$ cat src/rtl/btn_conditioner.sv
// Per-button input conditioner: 2-flop synchronizer, stability-counter debounce,
// registered level plus press/release strobes, optional auto-repeat on held buttons.
module btn_conditioner #(
    parameter int unsigned          NUM_BTN         = 4,
    parameter int unsigned          DEBOUNCE_CYCLES = 500000,
    parameter int unsigned          CNT_WIDTH       = 20,
    parameter logic [NUM_BTN-1:0]   REPEAT_MASK     = '0,
    parameter int unsigned          REPEAT_DELAY    = 25000000,
    parameter int unsigned          REPEAT_RATE     = 5000000,
    parameter int unsigned          RPT_WIDTH       = 25
) (
    input  logic               MCLK,
    input  logic               reset,
    input  logic [NUM_BTN-1:0] btn_raw,
    output logic [NUM_BTN-1:0] btn_level,
    output logic [NUM_BTN-1:0] btn_press,
    output logic [NUM_BTN-1:0] btn_release
);

    localparam logic [CNT_WIDTH-1:0] DB_LAST    = CNT_WIDTH'(DEBOUNCE_CYCLES - 1);
    localparam logic [RPT_WIDTH-1:0] DELAY_LAST = RPT_WIDTH'(REPEAT_DELAY - 1);
    localparam logic [RPT_WIDTH-1:0] RATE_LAST  = RPT_WIDTH'(REPEAT_RATE - 1);

    typedef enum logic [1:0] {
        RPT_IDLE  = 2'd0,
        RPT_DELAY = 2'd1,
        RPT_RATE  = 2'd2
    } rpt_state_t;

    for (genvar i = 0; i < NUM_BTN; i++) begin : g_ch
        logic                 s1;
        logic                 s2;
        logic                 stable;
        logic                 stable_nxt;
        logic [CNT_WIDTH-1:0] cnt;
        logic [CNT_WIDTH-1:0] cnt_nxt;
        logic                 press_evt;
        logic                 rel_evt;
        rpt_state_t           state;
        rpt_state_t           state_nxt;
        logic [RPT_WIDTH-1:0] rcnt;
        logic [RPT_WIDTH-1:0] rcnt_nxt;
        logic                 rpt_fire;
        logic                 press_q;
        logic                 rel_q;

        // Debounce: any sample agreeing with the accepted state restarts the count.
        always_comb begin
            stable_nxt = stable;
            cnt_nxt    = '0;
            press_evt  = 1'b0;
            rel_evt    = 1'b0;
            if (s2 != stable) begin
                if (cnt == DB_LAST) begin
                    stable_nxt = s2;
                    press_evt  = s2;
                    rel_evt    = ~s2;
                end else begin
                    cnt_nxt = cnt + 1'b1;
                end
            end
        end

        // Auto-repeat next state; an accepted release overrides a coincident repeat.
        always_comb begin
            state_nxt = state;
            rcnt_nxt  = rcnt;
            rpt_fire  = 1'b0;
            case (state)
                RPT_IDLE: begin
                    if (press_evt && REPEAT_MASK[i]) begin
                        state_nxt = RPT_DELAY;
                        rcnt_nxt  = '0;
                    end
                end
                RPT_DELAY: begin
                    if (rcnt == DELAY_LAST) begin
                        rpt_fire  = 1'b1;
                        rcnt_nxt  = '0;
                        state_nxt = RPT_RATE;
                    end else begin
                        rcnt_nxt = rcnt + 1'b1;
                    end
                end
                RPT_RATE: begin
                    if (rcnt == RATE_LAST) begin
                        rpt_fire = 1'b1;
                        rcnt_nxt = '0;
                    end else begin
                        rcnt_nxt = rcnt + 1'b1;
                    end
                end
                default: begin
                    state_nxt = RPT_IDLE;
                    rcnt_nxt  = '0;
                end
            endcase
            if (rel_evt) begin
                state_nxt = RPT_IDLE;
                rcnt_nxt  = '0;
                rpt_fire  = 1'b0;
            end
        end

        always_ff @(posedge MCLK or posedge reset) begin
            if (reset) begin
                s1      <= 1'b0;
                s2      <= 1'b0;
                stable  <= 1'b0;
                cnt     <= '0;
                state   <= RPT_IDLE;
                rcnt    <= '0;
                press_q <= 1'b0;
                rel_q   <= 1'b0;
            end else begin
                s1      <= btn_raw[i];
                s2      <= s1;
                stable  <= stable_nxt;
                cnt     <= cnt_nxt;
                state   <= state_nxt;
                rcnt    <= rcnt_nxt;
                press_q <= press_evt | rpt_fire;
                rel_q   <= rel_evt;
            end
        end

        assign btn_level[i]   = stable;
        assign btn_press[i]   = press_q;
        assign btn_release[i] = rel_q;
    end

endmodule

$ cat config.mk
export PLATFORM = sky130hd
export DESIGN_NAME = btn_conditioner
export DESIGN_NICKNAME = d
export VERILOG_FILES = /design/src/rtl/btn_conditioner.sv
export SDC_FILE = /design/constraint.sdc
export NUM_CORES = 1
export LEC_CHECK = 0
export BUFFER_PORTS_ARGS = -buffer_cell sky130_fd_sc_hd__buf_2
export CORE_UTILIZATION = 40
export DETAILED_ROUTE_END_ITERATION = 8
export SETUP_SLACK_MARGIN = 0.2
export SKIP_CTS_REPAIR_TIMING = 1
export SLEW_MARGIN = 10
export SYNTH_ARGS = -nofsm -noshare
export SYNTH_HDL_FRONTEND = slang
export SYNTH_SLANG_ARGS = --single-unit
$ cat constraint.sdc
create_clock -name MCLK -period 3.9 [get_ports MCLK]
set_clock_uncertainty 0.1 [all_clocks]
set_input_delay 0.585 -clock MCLK [delete_from_list [all_inputs] [get_ports MCLK]]
set_output_delay 0.585 -clock MCLK [all_outputs]
set_load 0.05 [all_outputs]
Word level (Yosys, flattened, before mapping)
Index checks and enable logic that the tools add are counted. Widths: inputs -> output; s select.

Muxes and demuxes: 68. Bitwise operators: 8. Reduce and logical (&&, ||, !) cells: 16. Equal/unequal tests: 36. $add $sub $neg: 8.

Operator list (number): $mux 25 (12); $pmux 25 s3 (4); $mux 20 (8); $add 25x1->25 const B (4); $eq 25x23->1 const B (4); $eq 25x25->1 const B (4); $add 20x1->20 const B (4); $eq 20x19->1 const B (4); $mux 1 (28); $mux 2 (8); $pmux 2 s2 (4); $reduce_and 2->1 (8); $ne 3x3->1 const B (4); $eq 2x1->1 const B (4); $eq 2x2->1 const B (4); $logic_not 2->1 (4); $ne 2x1->1 const B (4); $ne 2x2->1 const B (4); $pmux 1 s2 (4); $reduce_or 2->1 (4); $ne 1x1->1 (4); $not 1->1 (4); $or 1x1->1 (4).

Bits in registers: 208. Input bits: 6. Logic and storage cells: 168. Output and inout port bits: 12.

Longest topological paths before layout
Word-level depth: 5. Gate-level depth with buffers: 6. Gate-level depth less buffers: 5.

Worst setup path after synthesis
No wires, ideal clock.

Kind: register -> register. Start: register g_ch[1].cnt[5]. End: register g_ch[1].stable. Buffers on the path: 0. Stages on the path, launching flop included: 4. Setup time: 0.125 ns. Data required time: 3.675 ns. Arrival time: 1.800 ns. Path slack: 1.874 ns. Cell sequence: dfrtp_1 > or4b_4 > or4_4 > mux2_4.

Word-level cells in the longest chain between the ends: 2.

Ends and longest elaborated chain: from (decl) (line 35) `logic [CNT_WIDTH-1:0] cnt;`; from (signal assigned) (line 119) `cnt <= cnt_nxt;`; $eq 20x19->1 (line 54) `if (cnt == DB_LAST) begin`; $reduce_and 2->1 (no line); to (signal assigned) (line 118) `stable <= stable_nxt;`; to (decl) (line 33) `logic stable;`.

No other way between the ends. A chain may end at the register's enable or synchronous reset.

Worst setup path after layout
Start: register g_ch[0].cnt[0]. End: register g_ch[0].cnt[5].

Word-level cells in the longest chain between the ends: 3. Elaborated cells between the ends (all ways): 4. Classes of those cells: add/sub (1); eq/ne (1); mux (2).

Ends and longest elaborated chain: from (decl) (line 35); from (signal assigned) (line 119); $add 20x1->20 / $eq 20x19->1 (equally long branches) (line 59, 54); $mux 20 (*) (line 54); $mux 20 (*) (line 53) `if (s2 != stable) begin`; via g_ch[0].cnt_nxt[5] (line 36) `logic [CNT_WIDTH-1:0] cnt_nxt;`.

The timed path passes the listed nets; every way through them passes the cells marked *.

==> flow_metrics.tcl <==
set metrics [dict create \
    status "complete, but fails checks" \
    violations "DRC" \
    max_cap_violations 0 \
    fp-row-count 39 \
    final_layout_size_suffix_gt1_share_pct 11.2 \
    vdd_drop_max_mv 0.182 \
    p_sw_share_pct 21.3 \
    port_buffers 17 \
    overflow 0 \
    start_util_pct 41.7 \
    synth-seq-area-share_pct 51.9 \
    die_w_um 112 \
    dpl_worst_slack_ns 1.48 \
    wl_per_cell_um 14.1 \
    setup_ws_ns 1.53 \
    yosys.area.top_type_share_pct 51.9 \
    ys.warnings.count 0 \
    dr.pass1.iters 6 \
    grt_max_degree 38 \
    hold_class "in -> async" \
    dp_hpwl_um 5910 \
    combPwrFrac_pct 2.9 \
    avgViaCountPerCell 5.46 \
    die_h_um 112 \
    max_slew_margin_pct 23.0 \
    power_frac_seq_pct 53.3 \
    critPathArrivalTime_ns 2.45 \
    routed_wl_um 8710 \
    crit_path_end_kind "flip-flop" \
    syn_inst 461 \
    gp_congestion 0.772 \
    p_per_area_mw_per_mm2 380 \
    grt_use_total_pct 15.5 \
    placed_area_mm2 0.00498 \
    yosysMostFrequentCell "dfrtp_1" \
    p_int_mw 1.58 \
    synth.net_count 471 \
    finalNetCount 481 \
    required_ns 3.98 \
    synth_area_leaders "dfrtp_1 (52%), xnor2_1 (6.5%), nor2_1 (5.3%), xor2_1 (4.7%), nand4_1 (3.6%)" \
    yosys.cell_types.count 44 \
    stdcell_count 618 \
    finalSetupTns_ns 0 \
    slew_viol_final 0 \
    drc 1 \
    setup_violations 0 \
    clockBufferDepth 2 \
    whs_ns 0.140 \
    rsz0062_at_grt "no" \
    fin_crit_ns 2.37 \
    crit_type "reg -> reg" \
    hold_viol 0 \
    antenna_found_initial 0 \
    grt_pass1_vias 3353 \
    dp.cells 603 \
    finish.utilization_pct 45.6 \
    drt_iter0_markers 134 \
    critPathMaxFanout 17 \
    crit_path_start_kind "flip-flop" \
    synth_common_cells "dfrtp_1 (100), nor2_1 (68), xnor2_1 (36), nand4_1 (28)" \
    syn_to_final_growth_pct 9.47 \
    yosys_most_used_dff "dfrtp_1" \
    vias 3373 \
    die_area_mm2 0.0125 \
    synth-edff-count 0 \
    diodes 0 \
    synth_area_per_cell_um2 10.5 \
    grt_first_pass_wirelength_um 15800 \
    fp.coreArea_mm2 0.0116 \
    synthArstFlopShare_pct 100 \
    p_total_mw 2.01 \
    path_clk_slew_ns 0.07 \
    numClockSinks 100 \
    final_area_mm2 0.00528 \
    worst_slew_pin_slew_ns 1.15 \
    syn_area_mm2 0.00482 \
    ant_nets 0 \
    cts_max_level 3 \
    switchingPower_mw 0.428 \
    synth_top_cell_by_area "dfrtp_1" \
    synth-seq-cells 100 \
    cts-root-buf "clkbuf_16" \
    insertion_delay_ns 0.35 \
    max_freq_ghz 0.423 \
    cts_buffers 9 \
    clock_power_share_pct 43.8 \
    leakagePower_nw 2.17 \
    fin_crit_sh_pct 60.7 \
    cts_tree "yes" \
    num_io_pins 18 \
]
==> flip-flops by register name (all words and copies together), names as in the netlist <==
signal        count
g_ch.stable       4
g_ch.s2           4
g_ch.cnt         80
g_ch.s1           4
g_ch.press_q      4
g_ch.rel_q        4
==> layer usage <==
metal	global-route usage [%]	share of wire (%)	vias up
li1	-	-	1655
met1	20.5	49	1672
met2	24.4	47	35
met3	4.19	3.0	11
met4	5.59	1.5	0
met5	0	0	-
==> worst max-delay path: stages (launching register included) <==
cell and delay (ns):
dfrtp_1 0.41, ha_1 0.20, nand3_1 0.24, nand2b_1 0.25
o21ai_1 0.88, nor2_1 0.12
==> cells in the final DEF, fill, tap and decap left out, types with 9 or more instances in the layout <==
cell and instances:
and3_1 9, nand2_1 18, dfrtp_1 100, nand3_1 26
clkbuf_16 9, nand4_1 28, nor4_1 11, nor3_1 12
inv_1 14, nor2_1 68, xor2_1 26, buf_2 17
a21oi_1 12, xnor2_1 36
==> area by class of cell <==
class                      count  area, um2
timing repair buffer          19        100
sequential                   100       2500
fill                        1095       6290
inverter                      15       58.8
clock inverter                 4       50.0
clock buffer                  11        243
tap                          143        179
multi-input combinational    326       2150
==> final timing paths <==
kind / startpoint / cells past startpoint / slack (ns) / to
worst max-delay path: g_ch[0].cnt[0] / 5 / 1.53 / g_ch[0].cnt[5]
worst min-delay path: reset / 2 / 0.14 / g_ch[1].press_q
worst min register to register: g_ch[3].s1 / 0 / 0.25 / g_ch[3].s2
worst max register to register: g_ch[0].cnt[0] / 5 / 1.53 / g_ch[0].cnt[5]
max in group asynchronous: reset / 3 / 2.76 / g_ch[3].cnt[7]
min in group MCLK: btn_raw[2] / 1 / 0.25 / g_ch[2].s1
==> cell families (layout without fill, tap and decap cells) <==
logic type / Yosys count / in the layout / share of synthesized area (%)
AOI/OAI and AO/OA: 30 / 30 / 4.49
xor gates and xnor gates: 62 / 62 / 11.3
adders and majority gates: 4 / 4 / 1.04
buffers and inverters: 35 / 49 / 3.79
DFF: 100 / 100 / 51.9
muxes: 4 / 4 / 1.01
and+or+nand+nor: 226 / 226 / 26.5
==> power groups by stage <==
stage	sequential [mW]	clock, mW	combinational (mW)
2_1_floorplan	1.08	0	0.0427
3_3_place_gp	1.09	0	0.0583
3_5_place_dp	1.09	0	0.0594
4_1_cts	1.07	0.916	0.0602
5_1_grt	1.07	0.947	0.0682
6_report	1.07	0.879	0.0576
(Power assumes the default switching activity.)
